File: src/rtl/cpu_pkg.sv
// ----------------------------------------------------------------------------
// cpu_pkg
// Shared types and constants for the integer pipeline.
//   XLEN / REG_AW : datapath width and register index width
//   alu_op_e      : ALU operation class from decode
//   a_sel_e       : operand-A source select
//   id_ex_t       : every field held in the ID/EX pipeline register
//   fix_funct7    : funct7 clean-up applied when an instruction enters EX
// ----------------------------------------------------------------------------
package cpu_pkg;

    localparam int XLEN   = 32;
    localparam int REG_AW = 5;

    typedef enum logic [1:0] {
        ALU_ADD   = 2'b00,
        ALU_SUB   = 2'b01,
        ALU_FUNCT = 2'b10,
        ALU_OR    = 2'b11
    } alu_op_e;

    // 2'b11 is an alias for RS1 so the decoder can leave a_sel[1:0] loosely encoded.
    typedef enum logic [1:0] {
        A_RS1     = 2'b00,
        A_PC      = 2'b01,
        A_ZERO    = 2'b10,
        A_RS1_ALT = 2'b11
    } a_sel_e;

    typedef struct packed {
        logic              valid;
        logic [XLEN-1:0]   pc;
        logic [XLEN-1:0]   rs1_data;
        logic [XLEN-1:0]   rs2_data;
        logic [XLEN-1:0]   imm;
        logic [REG_AW-1:0] rs1;
        logic [REG_AW-1:0] rs2;
        logic [REG_AW-1:0] rd;
        alu_op_e           alu_op;
        logic [2:0]        funct3;
        logic [6:0]        funct7;
        a_sel_e            a_sel;
        logic              b_imm;
        logic              reg_write;
        logic              mem_read;
        logic              mem_write;
        logic              mem_to_reg;
    } id_ex_t;

    // OP-IMM instructions other than the right shifts carry immediate bits in
    // instr[31:25]; clearing them keeps e.g. ADDI with imm[10]=1 from decoding as SUB.
    function automatic logic [6:0] fix_funct7(input logic       is_itype,
                                              input logic [2:0] funct3,
                                              input logic [6:0] funct7);
        return (is_itype && (funct3 != 3'b101)) ? 7'd0 : funct7;
    endfunction

endpackage

File: src/rtl/id_ex_stage_fwd_mux.sv
// ----------------------------------------------------------------------------
// fwd_mux
// Selects the freshest value of one source register for the EX stage.
//   src_idx       : register index the EX instruction reads
//   rf_data       : value read from the regfile during decode
//   exm_*         : result of the instruction currently in EX/MEM (newest)
//   mwb_*         : result of the instruction currently in MEM/WB
//   value         : forwarded operand
// ----------------------------------------------------------------------------
module fwd_mux
    import cpu_pkg::*;
(
    input  logic [REG_AW-1:0] src_idx,
    input  logic [XLEN-1:0]   rf_data,
    input  logic [REG_AW-1:0] exm_rd,
    input  logic              exm_reg_write,
    input  logic [XLEN-1:0]   exm_result,
    input  logic [REG_AW-1:0] mwb_rd,
    input  logic              mwb_reg_write,
    input  logic [XLEN-1:0]   mwb_result,
    output logic [XLEN-1:0]   value
);

    logic hit_exm;
    logic hit_mwb;

    // x0 is hard-wired to zero, so a write "to" it must never be forwarded.
    assign hit_exm = exm_reg_write && (exm_rd != '0) && (exm_rd == src_idx);
    assign hit_mwb = mwb_reg_write && (mwb_rd != '0) && (mwb_rd == src_idx);

    // EX/MEM is checked first: it holds the younger of the two producers.
    assign value = hit_exm ? exm_result :
                   hit_mwb ? mwb_result :
                             rf_data;

endmodule

File: src/rtl/id_ex_stage.sv
// ----------------------------------------------------------------------------
// id_ex_stage
// ID/EX pipeline register with EX-side operand forwarding and load-use
// hazard detection.
//   clk, rst                 : rising-edge clock, synchronous active-high reset
//   id_*                     : decoded instruction and regfile read data
//   flush                    : squash the instruction entering EX
//   exm_* / mwb_*            : forwarding sources from EX/MEM and MEM/WB
//   stall_id                 : hold PC and IF/ID (load-use hazard)
//   ex_valid, ex_a, ex_b     : real-instruction flag and final ALU operands
//   ex_alu_op/funct3/funct7  : ALU control
//   ex_store_data            : forwarded rs2 for stores
//   ex_rd, ex_reg_write, ex_mem_read, ex_mem_write, ex_mem_to_reg : control
// ----------------------------------------------------------------------------
module id_ex_stage
    import cpu_pkg::*;
(
    input  logic              clk,
    input  logic              rst,
    input  logic              id_valid,
    input  logic [XLEN-1:0]   id_pc,
    input  logic [XLEN-1:0]   id_rs1_data,
    input  logic [XLEN-1:0]   id_rs2_data,
    input  logic [XLEN-1:0]   id_imm,
    input  logic [REG_AW-1:0] id_rs1,
    input  logic [REG_AW-1:0] id_rs2,
    input  logic              id_uses_rs1,
    input  logic              id_uses_rs2,
    input  logic [REG_AW-1:0] id_rd,
    input  logic [1:0]        id_alu_op,
    input  logic [2:0]        id_funct3,
    input  logic [6:0]        id_funct7,
    input  logic              id_is_itype,
    input  logic [1:0]        id_a_sel,
    input  logic              id_b_imm,
    input  logic              id_reg_write,
    input  logic              id_mem_read,
    input  logic              id_mem_write,
    input  logic              id_mem_to_reg,
    input  logic              flush,
    input  logic [REG_AW-1:0] exm_rd,
    input  logic              exm_reg_write,
    input  logic [XLEN-1:0]   exm_result,
    input  logic [REG_AW-1:0] mwb_rd,
    input  logic              mwb_reg_write,
    input  logic [XLEN-1:0]   mwb_result,
    output logic              stall_id,
    output logic              ex_valid,
    output logic [XLEN-1:0]   ex_a,
    output logic [XLEN-1:0]   ex_b,
    output logic [1:0]        ex_alu_op,
    output logic [2:0]        ex_funct3,
    output logic [6:0]        ex_funct7,
    output logic [XLEN-1:0]   ex_store_data,
    output logic [REG_AW-1:0] ex_rd,
    output logic              ex_reg_write,
    output logic              ex_mem_read,
    output logic              ex_mem_write,
    output logic              ex_mem_to_reg
);

    id_ex_t          ex_q;
    id_ex_t          ex_d;
    logic            load_use;
    logic [XLEN-1:0] rs1_fwd;
    logic [XLEN-1:0] rs2_fwd;

    // ------------------------------------------------------------------
    // Load-use hazard: the load in EX has no data until MEM, so a dependent
    // instruction in ID must wait one cycle. A flush kills that instruction
    // anyway, so there is nothing to stall for.
    // ------------------------------------------------------------------
    assign load_use = ex_q.valid && ex_q.mem_read && (ex_q.rd != '0) &&
                      ((id_uses_rs1 && (id_rs1 == ex_q.rd)) ||
                       (id_uses_rs2 && (id_rs2 == ex_q.rd))) &&
                      id_valid && !flush;

    assign stall_id = load_use && !rst;

    // ------------------------------------------------------------------
    // Next-state of the pipeline register
    // ------------------------------------------------------------------
    always_comb begin
        // NOTE: assigning the whole struct first means every path drives every bit, so no latch is inferred.
        ex_d = '0;
        if (!(flush || load_use)) begin
            ex_d.valid      = id_valid;
            ex_d.pc         = id_pc;
            ex_d.rs1_data   = id_rs1_data;
            ex_d.rs2_data   = id_rs2_data;
            ex_d.imm        = id_imm;
            ex_d.rs1        = id_rs1;
            ex_d.rs2        = id_rs2;
            ex_d.rd         = id_rd;
            ex_d.alu_op     = alu_op_e'(id_alu_op);
            ex_d.funct3     = id_funct3;
            ex_d.funct7     = fix_funct7(id_is_itype, id_funct3, id_funct7);
            ex_d.a_sel      = a_sel_e'(id_a_sel);
            ex_d.b_imm      = id_b_imm;
            // A decode slot without a real instruction must never enable a write.
            ex_d.reg_write  = id_reg_write  && id_valid;
            ex_d.mem_read   = id_mem_read   && id_valid;
            ex_d.mem_write  = id_mem_write  && id_valid;
            ex_d.mem_to_reg = id_mem_to_reg && id_valid;
        end
    end

    always_ff @(posedge clk) begin
        // NOTE: non-blocking assignment so every register samples pre-edge values regardless of block order.
        if (rst) begin
            ex_q <= '0;
        end else begin
            ex_q <= ex_d;
        end
    end

    // ------------------------------------------------------------------
    // Forwarding on the registered source indices
    // ------------------------------------------------------------------
    fwd_mux u_fwd_rs1 (
        .src_idx       (ex_q.rs1),
        .rf_data       (ex_q.rs1_data),
        .exm_rd        (exm_rd),
        .exm_reg_write (exm_reg_write),
        .exm_result    (exm_result),
        .mwb_rd        (mwb_rd),
        .mwb_reg_write (mwb_reg_write),
        .mwb_result    (mwb_result),
        .value         (rs1_fwd)
    );

    fwd_mux u_fwd_rs2 (
        .src_idx       (ex_q.rs2),
        .rf_data       (ex_q.rs2_data),
        .exm_rd        (exm_rd),
        .exm_reg_write (exm_reg_write),
        .exm_result    (exm_result),
        .mwb_rd        (mwb_rd),
        .mwb_reg_write (mwb_reg_write),
        .mwb_result    (mwb_result),
        .value         (rs2_fwd)
    );

    // ------------------------------------------------------------------
    // Operand selection and outputs
    // ------------------------------------------------------------------
    always_comb begin
        ex_a = rs1_fwd;
        case (ex_q.a_sel)
            A_PC:    ex_a = ex_q.pc;
            A_ZERO:  ex_a = '0;
            default: ex_a = rs1_fwd;
        endcase
    end

    assign ex_b          = ex_q.b_imm ? ex_q.imm : rs2_fwd;
    assign ex_store_data = rs2_fwd;

    assign ex_valid      = ex_q.valid;
    assign ex_alu_op     = ex_q.alu_op;
    assign ex_funct3     = ex_q.funct3;
    assign ex_funct7     = ex_q.funct7;
    assign ex_rd         = ex_q.rd;
    assign ex_reg_write  = ex_q.reg_write;
    assign ex_mem_read   = ex_q.mem_read;
    assign ex_mem_write  = ex_q.mem_write;
    assign ex_mem_to_reg = ex_q.mem_to_reg;

endmodule

File: config.mk
export PLATFORM = sky130hd
export DESIGN_NAME = id_ex_stage
export DESIGN_NICKNAME = d
export VERILOG_FILES = /design/src/rtl/cpu_pkg.sv /design/src/rtl/id_ex_stage_fwd_mux.sv /design/src/rtl/id_ex_stage.sv
export SDC_FILE = /design/constraint.sdc
export NUM_CORES = 1
export LEC_CHECK = 0
export CORE_ASPECT_RATIO = 2
export CORE_MARGIN = 2
export CORE_UTILIZATION = 38
export CTS_BUF_LIST = sky130_fd_sc_hd__clkbuf_2 sky130_fd_sc_hd__clkbuf_4 sky130_fd_sc_hd__clkbuf_8
export DETAILED_ROUTE_END_ITERATION = 7
export PLACE_DENSITY = 0.79
export SKIP_CTS_REPAIR_TIMING = 1
export SYNTH_ARGS = -nofsm -noshare
export SYNTH_HDL_FRONTEND = slang
export SYNTH_SLANG_ARGS = --single-unit
File: constraint.sdc
create_clock -name clk -period 1.7 [get_ports clk]
set_input_delay 0.255 -clock clk [delete_from_list [all_inputs] [get_ports clk]]
set_output_delay 0.255 -clock clk [all_outputs]
set_load 0.01 [all_outputs]
; ---- Word level (Yosys, flattened, before mapping)
; Cells that the tools add are included.
[classes]
n_addsub = 0
multipliers = 0
n_div = 0
magnitude_cmp = 0
eq_ne = 9
n_shift = 0
n_mux = 6
n_bitwise = 0
reduce_logical = 28
[ops]
columns = op, count
row1 = 2-to-1 mux 32 bit, 5
row2 = one-hot mux 32 bit (2 select lines), 1
row3 = equality test 5 bit, 6
row4 = logical AND 1 bit, 19
row5 = nonzero test 5 bit, 3
row6 = != test 3 bit (second input constant), 1
row7 = OR reduction 3 bit, 1
row8 = equality test 2 x 1 -> 1 bit (second input constant), 1
row9 = equality test 2 bit (second input constant), 1
row10 = logical NOT 1 bit, 2
row11 = logical OR 1 bit, 2
row12 = OR reduction 2 bit, 1
[totals]
regBits = 163
latchBits = 0
ramBits = 0
rom_bits = 0
inputBits = 245
word_cells = 60
n_memories = 0

; ---- Logic depth before layout (Yosys ltp)
; Gate-level depths: netlist of the first run.
[depth]
word_depth = 8
ltp_mapped = 7
ltp_nobuf = 5

; ---- Cells and area by module
; From an unflattened synthesis of the first run, not the netlist that was laid out.
[unflattened]
cells_unflattened = 1097
area_unflattened_um2 = 8562.0
[by_module_without_submodules]
columns = mod, instances, cells_per_inst, area_per_inst_um2, seq_area_each_um2
row1 = id_ex_stage, 1, 727, 6227.2, 3263.1
row2 = fwd_mux, 2, 185, 1167.4, 0.0

; ---- Least setup slack after synthesis of the first run
; OpenSTA, ideal clock, no wires.
[synth_timing]
path_type = input to output
start = input port exm_rd[0]
end = output port ex_b[0]
arrival_ps = 1676
path_slack_ps = -231
cell_stages = 6
cell_sequence = or4_1 o211a_4 nand2_4 buf_6 nor3_1 a221oi_1
[synth_between]
elab_chain_cells = 5
elab_cells_between_ends = 6
[synth_rtl]
columns = item, line
row1 = start: declaration, id_ex_stage.sv:41  ; input logic [REG_AW-1:0] exm_rd,
row2 = nonzero test 5 bit, id_ex_stage_fwd_mux.sv:28  ; assign hit_exm = exm_reg_write && (exm_rd != '0) && (exm_rd == src_idx);
row3 = logical AND 1 bit, id_ex_stage_fwd_mux.sv:28
row4 = logical AND 1 bit (*), id_ex_stage_fwd_mux.sv:28
row5 = 2-to-1 mux 32 bit (*), id_ex_stage_fwd_mux.sv:32  ; assign value = hit_exm ? exm_result :
row6 = 2-to-1 mux 32 bit (*), id_ex_stage.sv:156  ; assign ex_b = ex_q.b_imm ? ex_q.imm : rs2_fwd;
row7 = end: declaration, id_ex_stage.sv:50  ; output logic [XLEN-1:0] ex_b,
; Every way passes the cells marked *; elsewhere a longest branch is shown, timed or not.

; ---- Worst setup path in the final report of the first run
[layout_timing]
start = register ex_q[26] in the netlist's numbering
end = output port ex_b[31]
[layout_between]
elab_chain_cells = 5
elab_cells_between_ends = 7
[layout_rtl]
columns = item, line
row1 = start: declaration, id_ex_stage.sv:62  ; id_ex_t ex_q;
row2 = start signal: assignment, id_ex_stage.sv:111  ; ex_q <= '0;
row3 = start signal: assignment, id_ex_stage.sv:113  ; ex_q <= ex_d;
row4 = equality test 5 bit, id_ex_stage_fwd_mux.sv:29  ; assign hit_mwb = mwb_reg_write && (mwb_rd != '0) && (mwb_rd == src_idx);
row5 = logical AND 1 bit, id_ex_stage_fwd_mux.sv:29
row6 = 2-to-1 mux 32 bit, id_ex_stage_fwd_mux.sv:33  ; hit_mwb ? mwb_result :
row7 = 2-to-1 mux 32 bit (*), id_ex_stage_fwd_mux.sv:32
row8 = 2-to-1 mux 32 bit (*), id_ex_stage.sv:156
; Marked as above.

==> results of run 1 <==
worst paths after layout:
check | from | end | slack, ps | depth (start not counted)
hold reg to reg | ex_valid | ex_reg_write | 1380 | 8
setup / recovery | ex_q[26] | ex_b[31] | -1060 | 8
hold / removal | id_rd[4] | ex_rd[4] | 320 | 2
setup reg to reg | ex_rd[2] | ex_q[135] | -330 | 10
power breakdown:
group	leakage, nW	switching [mW]	total [mW]	internal, mW
clock network	0.198	1.49	2.93	1.44
registers	1.35	0.0763	4.04	3.96
logic	4.79	1.01	2.39	1.38
area by class of cell:
cell class              count  area, sq um  share of cell area [%]
multi-input cells         549         4930                    34.2
flip-flops and latches    163         3290                    22.8
diodes                      5         12.5                  0.0868
clock inverters             9          104                   0.720
inverters                  33          124                   0.859
well taps                 262          328                    2.27
clock buffers              22          290                    2.01
repair buffers            503         5340                    37.0
metrics by stage:
stage	area (sq um)	setup TNS [ps]	hold WS, ps	cells	total power [mW]
2_1_floorplan	7740	-13400	377	827	4.82
3_3_place_gp	12100	-192570	814	1449	6.06
3_5_place_dp	12100	-203660	820	1449	6.08
4_1_cts	12500	-152050	300	1480	8.96
5_1_grt	14400	-142000	301	1545	9.69
6_report	14400	-130880	316	1546	9.36
cell families (layout without fill, tap and decap cells):
family / after synthesis / count (layout)
fa+ha+maj: 1 / 1
other cells: 0 / 5
flops: 163 / 163
mux: 32 / 32
xor+xnor: 28 / 28
buf+inv: 115 / 567
compound gates: 168 / 168
simple gates: 320 / 320
worst register-to-register path, delay by kind of cell (launching register included):
family                 cells  cell delay (ps)
AO/OA/AOI/OAI              2              290
XOR/XNOR                   1              220
buffers and inverters      5              740
flip-flops                 1              340
AND/OR/NAND/NOR            2              350
layout by cell type, fill, tap and decap left out, types with 29 or more instances in the layout:
cell type        synthesis  layout
a21oi_2                  0      30
a221oi_2                31      50
and2_1                 154      53
and2_4                   0     100
and3_1                  43      41
buf_2                   19      62
buf_4                   17      57
clkdlybuf4s50_1          0     253
dfxtp_1                163     150
dlymetal6s2s_1           0      29
inv_1                   33      33
nand2_1                 40      39
o21ai_1                 31      40
layer usage:
layer  vias up  share of wire (%)
met5         -              0.044
met4         2                7.2
met3       154                6.3
met2       411                 54
met1      3911                 32
li1       3727                  -
==> results.py, run 1 <==
metrics = {
    "setup_path": {
        "critPathMaxStageDelay_ps": 350,
        "worstPathArrival_ps": 2510,
        "cp_max_fo": 5,
        "critPathBufInv": 3,
        "cp_slowest_cell": "nor3_2",
        "cp.required_ps": 1440,
        "crit_family": "compound AO/OA/AOI/OAI gates",
        "critical_path.endpoint_type": "output pin",
        "critPathKind": "flip-flop to output pin",
        "cp_cell_sequence": "xor2_1 > nor3_2 > o2111ai_4 > buf_12 > buf_6 > mux2i_4 > a221oi_4 > buf_2",
        "startpoint_type": "flip-flop",
    },
    "synth": {
        "synth_top_cell_by_area": "dfxtp_1",
        "yosysWarnings": 0,
        "synth_mux_area_share_pct": 4.24,
        "synth_top_family_by_area": "simple AND/OR/NAND/NOR gates",
        "synth-simple-area-share_pct": 23.8,
        "ys_top_cells_by_count": "dfxtp_1 (163), and2_1 (154), and3_1 (43)",
        "synthArstFlopShare_pct": 0,
        "synth_most_common_cell": "dfxtp_1",
        "ys_ff_latch": 163,
        "synth.distinct_cells": 33,
        "synth_area_leaders": "dfxtp_1 (43%), and2_1 (13%), a221oi_2 (6.2%)",
        "synth-edff-count": 0,
        "synth_top_cell_area_share_pct": 43.2,
        "ys_seq_area_share_pct": 43.2,
        "synth_adder_area_share_pct": 0.166,
        "synth_fp_nets": 1073,
        "syn_avg_cell_area_sq_um": 9.14,
        "synth_compound_area_share_pct": 17.7,
        "netlist_instances": 827,
        "syn_area_sq_um": 7560,
        "synth-xor-area-share_pct": 3.25,
        "synthFlopType": "dfxtp_1",
    },
    "final_layout": {
        "layout.nets": 1513,
        "synthToLayoutAreaGrowth_pct": 90.9,
        "layout-drive-gt1-share_pct": 43.6,
        "nFillCells": 1333,
        "largest_register_ffs": 141,
        "regMostFlops": "ex_q",
        "final_util_pct": 73.1,
    },
    "clock_tree": {
        "clock_latency_ps": 490,
        "cts_tree": "done",
        "cts_max_level": 4,
        "clock_path_buffers": 2,
        "cts.sinks": 163,
        "cts.clk_slew.worst_paths_ps": 80,
        "cts-root-buf": "clkbuf_8",
        "cts_buffers": 17,
    },
    "grt": {
        "antenna_found_initial": 6,
        "grt_max_degree": 46,
        "first_global_vias": 7864,
        "met1_usage_pct": 25.7,
        "grt_pass1_wl_mm": 43.7,
        "grt_util_all_layers_pct": 27.1,
        "overflow": 0,
        "gr-usage-met2_pct": 51.5,
        "gr-max-usage-layer": "met2",
        "met3_usage_pct": 6.97,
    },
    "timing": {
        "finClkSkew_ps": 12.9,
        "setup_viol": 260,
        "max_freq_mhz": 362,
        "hold_viol": 0,
        "worst_slack_ps": -1060,
        "relSlewSlack_pct": 73.7,
        "tightest_slew_ps": 394,
        "rsz0062_at_grt": "true",
        "fin_crit_sh_pct": 162,
        "period_needed_ps": 2760,
        "slew_viol_final": 0,
    },
    "place": {
        "post-place-ws_ps": -1390,
        "gp_congestion": 0.888,
        "place_hpwl_mm": 22.3,
        "portBuffers": 363,
    },
    "flow_run": {
        "cap_violations": 0,
    },
    "floorplanning": {
        "core-area_sq_um": 19700,
        "io-pin-count": 364,
        "dieHeight_microns": 203,
        "die_w_microns": 104,
        "fp.dieArea_sq_um": 21100,
        "fp-row-count": 73,
        "start_util_pct": 38.3,
    },
    "route": {
        "wl_per_cell_microns": 23.3,
        "vias": 8205,
        "drc": 0,
        "drt_iter0_drc": 382,
        "firstDrtPassIters": 4,
        "route.detailed.vias_per_inst": 5.31,
        "routed_wl_mm": 36.0,
        "ant_nets": 0,
    },
    "power": {
        "power_density_nw_per_um2": 649,
        "p_leak_nw": 6.33,
        "vdd_drop_max_uv": 705,
    },
    "status": {
        "status": "finished, violations left",
        "violations": "setup timing",
    },
    "worst_hold_path": {
        "hold_class": "input pin to flip-flop",
    },
}
(Power assumes the default switching activity.)
==> run 2: changes to the inputs <==
--- a/config.mk
+++ b/config.mk
@@ -7,11 +7,12 @@
 export LEC_CHECK = 0
 export CORE_ASPECT_RATIO = 2
 export CORE_MARGIN = 2
-export CORE_UTILIZATION = 38
+export CORE_UTILIZATION = 40
 export CTS_BUF_LIST = sky130_fd_sc_hd__clkbuf_2 sky130_fd_sc_hd__clkbuf_4 sky130_fd_sc_hd__clkbuf_8
 export DETAILED_ROUTE_END_ITERATION = 7
 export PLACE_DENSITY = 0.79
 export SKIP_CTS_REPAIR_TIMING = 1
 export SYNTH_ARGS = -nofsm -noshare
 export SYNTH_HDL_FRONTEND = slang
+export SYNTH_HIERARCHICAL = 1
 export SYNTH_SLANG_ARGS = --single-unit
==> results.py, run 2 <==
metrics = {
    "synth": {
        "ys_ff_latch": 163,
        "synth_top_cell_by_area": "dfxtp_1",
        "yosysWarnings": 6,
        "ys_top_cells_by_count": "nand2_1 (225), dfxtp_1 (163), a21oi_1 (154)",
        "synth_mux_area_share_pct": 4.21,
        "synth-simple-area-share_pct": 21.7,
        "syn_area_sq_um": 8560,
        "netlist_instances": 1097,
        "synth_most_common_cell": "nand2_1",
        "synth_adder_area_share_pct": 0.146,
        "synth-edff-count": 0,
        "synth_fp_nets": 1343,
        "ys_seq_area_share_pct": 38.1,
        "synth.distinct_cells": 32,
        "synth_top_family_by_area": "compound AO/OA/AOI/OAI gates",
        "syn_avg_cell_area_sq_um": 7.80,
        "synthArstFlopShare_pct": 0,
        "synth-xor-area-share_pct": 2.66,
        "synth_top_cell_area_share_pct": 38.1,
        "synthFlopType": "dfxtp_1",
        "synth_compound_area_share_pct": 23.1,
        "synth_area_leaders": "dfxtp_1 (38%), nand2_1 (9.9%), a21oi_1 (9.0%)",
    },
    "timing": {
        "worst_slack_ps": -1420,
        "setup_viol": 231,
        "finalSetupTns_ps": -102560,
        "tightest_slew_ps": 603,
        "hold_viol": 0,
        "period_needed_ps": 3120,
        "relSlewSlack_pct": 59.4,
        "slew_viol_final": 0,
        "fin_crit_sh_pct": 184,
        "rsz0062_at_grt": "true",
        "finClkSkew_ps": 10.7,
        "max_freq_mhz": 321,
    },
    "power": {
        "vdd_drop_max_uv": 617,
        "fin_total_pwr_mw": 9.92,
        "power_density_nw_per_um2": 646,
        "p_leak_nw": 5.90,
    },
    "floorplanning": {
        "fp-row-count": 75,
        "dieHeight_microns": 211,
        "start_util_pct": 40.7,
        "fp.dieArea_sq_um": 22700,
        "io-pin-count": 364,
        "core-area_sq_um": 21000,
        "die_w_microns": 107,
    },
    "place": {
        "gp_congestion": 0.916,
        "placed_area_sq_um": 13100,
        "portBuffers": 363,
        "place_hpwl_mm": 25.6,
    },
    "final_layout": {
        "synthToLayoutAreaGrowth_pct": 79.3,
        "final_common_cell": "clkdlybuf4s50_1",
        "regMostFlops": "ex_q",
        "layout-drive-gt1-share_pct": 33.1,
        "final_cell_area_sq_um": 15300,
        "final_cell_mix": "clkdlybuf4s50_1 (268), nand2_1 (221), a21oi_1 (151), dfxtp_1 (151), buf_4 (71)",
        "largest_register_ffs": 141,
        "layout.nets": 1703,
    },
    "grt": {
        "overflow": 0,
        "first_global_vias": 9634,
        "antenna_found_initial": 10,
        "grt_util_all_layers_pct": 29.7,
        "grt_pass1_wl_mm": 51.8,
        "grt_max_degree": 112,
    },
    "setup_path": {
        "critical_path.endpoint_type": "output pin",
        "startpoint_type": "flip-flop",
        "critPathKind": "flip-flop to output pin",
        "worstPathArrival_ps": 2860,
        "cp.required_ps": 1440,
        "cp_max_fo": 16,
        "r2r_cells": 6,
    },
    "route": {
        "routed_wl_mm": 41.9,
        "firstDrtPassIters": 5,
        "drt_iter0_drc": 829,
        "vias": 10600,
        "drc": 0,
        "route.detailed.vias_per_inst": 6.07,
        "ant_nets": 0,
        "wl_per_cell_microns": 23.9,
    },
    "clock_tree": {
        "cts_max_level": 4,
        "clock_path_buffers": 2,
        "cts-root-buf": "clkbuf_8",
        "clock_latency_ps": 510,
        "cts.clk_slew.worst_paths_ps": 100,
        "cts.sinks": 163,
        "cts_tree": "done",
        "cts_buffers": 17,
    },
    "status": {
        "violations": "setup timing",
        "status": "finished, violations left",
    },
    "worst_hold_path": {
        "hold_depth": 3,
        "hold_class": "input pin to flip-flop",
    },
    "flow_run": {
        "cap_violations": 0,
    },
}
[run 2: cells by family (layout without fill, tap and decap cells)]
group	Yosys count	in the layout
muxes	32	32
adders and majority gates	1	1
DFF	163	163
xor gates and xnor gates	26	26
and+or+nand+nor	391	391
other	0	11
AOI/OAI and AO/OA	332	332
buffers and inverters	152	525
[run 2: metal layers]
metal	wire length (microns)	track usage [%]	vias up
li1	-	-	4719
met1	13400	31.1	4931
met2	21400	51.4	745
met3	3650	7.74	231
met4	3450	19.7	0
met5	0	0	-
[run 2: worst paths after layout]
| kind | startpoint | slack [ps] | endpoint |
|---|---|---|---|
| worst max-delay path | ex_q[26] | -1420 | ex_b[14] |
| worst min-delay path | id_rd[0] | 250 | ex_rd[0] |
| worst max register to register | ex_rd[0] | -100 | ex_q[106] |
| worst min register to register | ex_rd[3] | 1050 | ex_rd[0] |
[run 2: area by class of cell]
type,instances,area (sq um)
antenna,11,27.5
clock buffer,19,262
clock inverter,13,139
fill,1464,5670
inverter,1,3.75
multi-input combinational,782,6140
sequential,163,3290
tap,269,337
timing repair buffer,492,5150
[run 2: worst max-delay path: stages (launching register included)]
cell,delay (ps)
dfxtp_4,370
xnor2_1,260
nand3_2,180
buf_12,170
buf_12,160
o31ai_2,290
a31oi_2,160
mux2_4,280
clkdlybuf4s50_1,470
[run 2: per-stage QoR]
| step | setup WS [ps] | std cells | hold WS [ps] | utilization (%) |
|---|---|---|---|---|
| floorplan | -324 | 1097 | 364 | - |
| global placement | -1450 | 1674 | 782 | 62.1 |
| detailed placement | -1470 | 1674 | 784 | 62.1 |
| CTS | -1490 | 1706 | 229 | 64.0 |
| global route | -1500 | 1748 | 252 | 73.0 |
| finish | -1420 | 1750 | 252 | 73.0 |
[run 2: where the power goes]
group	internal [mW]	switching [mW]	total, mW
logic	1.49	1.47	2.95
registers	3.96	0.0885	4.05
clock network	1.28	1.63	2.91
==> run 3: changes to the inputs <==
--- a/config.mk
+++ b/config.mk
@@ -5,7 +5,8 @@
 export SDC_FILE = /design/constraint.sdc
 export NUM_CORES = 1
 export LEC_CHECK = 0
-export CORE_ASPECT_RATIO = 2
+export CAP_MARGIN = 40
+export CORE_ASPECT_RATIO = 0.9
 export CORE_MARGIN = 2
 export CORE_UTILIZATION = 40
 export CTS_BUF_LIST = sky130_fd_sc_hd__clkbuf_2 sky130_fd_sc_hd__clkbuf_4 sky130_fd_sc_hd__clkbuf_8
==> results.py, run 3 (synthesis results as in run 2) <==
metrics = {
    "status": {
        "status": "finished, violations left",
        "violations": "setup timing",
    },
    "setup_path": {
        "crit_family": "simple AND/OR/NAND/NOR gates",
        "critPathBufInv": 2,
        "critical_path.endpoint_type": "output pin",
        "cp_cell_sequence": "xnor2_1 > nand3_1 > buf_4 > nor4_1 > a31oi_4 > mux2_4 > buf_2",
        "cp_max_fo": 32,
        "cp.required_ps": 1440,
        "startpoint_type": "flip-flop",
        "cp_slowest_cell": "nor4_1",
        "critPathKind": "flip-flop to output pin",
        "critPathMaxStageDelay_ps": 650,
        "worstPathArrival_ps": 2660,
    },
    "route": {
        "ant_nets": 0,
        "routed_wl_mm": 42.9,
        "firstDrtPassIters": 7,
        "route.detailed.vias_per_inst": 5.97,
        "drt_iter0_drc": 987,
        "vias": 10800,
        "wl_per_cell_microns": 23.8,
        "drc": 0,
    },
    "final_layout": {
        "layout-drive-gt1-share_pct": 37.1,
        "final_common_cell": "clkdlybuf4s50_1",
        "regMostFlops": "ex_q",
        "largest_register_ffs": 141,
        "final_cell_mix": "clkdlybuf4s50_1 (251), nand2_1 (209), a21oi_1 (153)",
        "finalNonFillerCells": 1802,
        "layout.nets": 1746,
        "synthToLayoutAreaGrowth_pct": 88.3,
    },
    "clock_tree": {
        "cts.clk_slew.worst_paths_ps": 110,
        "cts.sinks": 163,
        "cts-root-buf": "clkbuf_8",
        "cts_tree": "done",
        "cts_max_level": 4,
        "clock_path_buffers": 2,
        "clock_latency_ps": 470,
        "cts_buffers": 17,
    },
    "timing": {
        "period_needed_ps": 2910,
        "fin_crit_sh_pct": 171,
        "rsz0062_at_grt": "true",
        "finalSetupTns_ps": -92200,
        "max_freq_mhz": 343,
        "hold_viol": 0,
        "whs_ps": 294,
        "tightest_slew_ps": 722,
        "relSlewSlack_pct": 51.4,
        "worst_slack_ps": -1210,
        "finClkSkew_ps": 17.0,
        "slew_viol_final": 0,
        "setup_viol": 97,
    },
    "grt": {
        "grt_max_degree": 59,
        "antenna_found_initial": 3,
        "grt_util_all_layers_pct": 31.2,
        "overflow": 0,
        "first_global_vias": 9286,
        "grt_pass1_wl_mm": 53.7,
    },
    "place": {
        "numPlacedInstances": 1716,
        "place_hpwl_mm": 27.9,
        "gp_congestion": 0.975,
        "portBuffers": 363,
    },
    "power": {
        "fin_total_pwr_mw": 10.2,
        "power_density_nw_per_um2": 633,
        "p_leak_nw": 6.23,
        "vdd_drop_max_uv": 491,
    },
    "floorplanning": {
        "dieHeight_microns": 143,
        "fp-row-count": 50,
        "io-pin-count": 364,
        "core-area_sq_um": 20900,
        "fp.dieArea_sq_um": 22600,
        "start_util_pct": 41.0,
        "die_w_microns": 158,
    },
    "worst_hold_path": {
        "hold_class": "input pin to flip-flop",
    },
    "flow_run": {
        "cap_violations": 0,
    },
}
-- run 3: cell type report --
class	instances	area, sq um
fillers	1387	4770
inverters	1	3.75
repair buffers	535	5760
flip-flops and latches	163	3300
diodes	3	7.51
well taps	286	358
clock inverters	14	153
clock buffers	18	248
multi-input cells	782	6300
-- run 3: worst register-to-register path, stage by stage (launching register included) --
cell and delay, ps:
dfxtp_4 380, xnor2_1 190, nand4_1 170, o22ai_4 220, buf_6 200, buf_12 250, a21oi_1 170
-- run 3: path summary, 6_finish.rpt --
check / from / to / slack, ps / depth (start not counted)
setup / recovery: ex_q[27] / ex_b[30] / -1210 / 7
hold / removal: id_rd[1] / ex_rd[1] / 290 / 3
setup reg to reg: ex_rd[1] / ex_q[94] / 10 / 6
hold reg to reg: ex_mem_read / ex_q[72] / 850 / 4
-- run 3: metrics by stage --
stage / setup WS [ps] / cell area [sq um] / util [%]
detailed placement: -1510 / 13300 / 63.7
CTS: -1520 / 13700 / 65.7
global placement: -1480 / 13300 / 63.7
global route: -1250 / 16100 / 77.2
finish: -1210 / 16100 / 77.2
floorplan: -324 / 8850 / -
-- run 3: per-layer routing --
| metal | GRT usage [%] | vias to the layer above | routed length, microns |
|---|---|---|---|
| met1 | 40.2 | 5152 | 16600 |
| met3 | 11.3 | 121 | 4510 |
| met2 | 48.8 | 678 | 20400 |
| li1 | - | 4807 | - |
| met4 | 9.96 | 0 | 1440 |
| met5 | 0 | - | 0 |
-- run 3: power by group --
part | total [mW] | leakage (nW) | internal (mW) | switching (mW)
combinational | 3.21 | 4.67 | 1.67 | 1.54
clock | 2.95 | 0.206 | 1.16 | 1.79
sequential | 4.05 | 1.35 | 3.96 | 0.0856
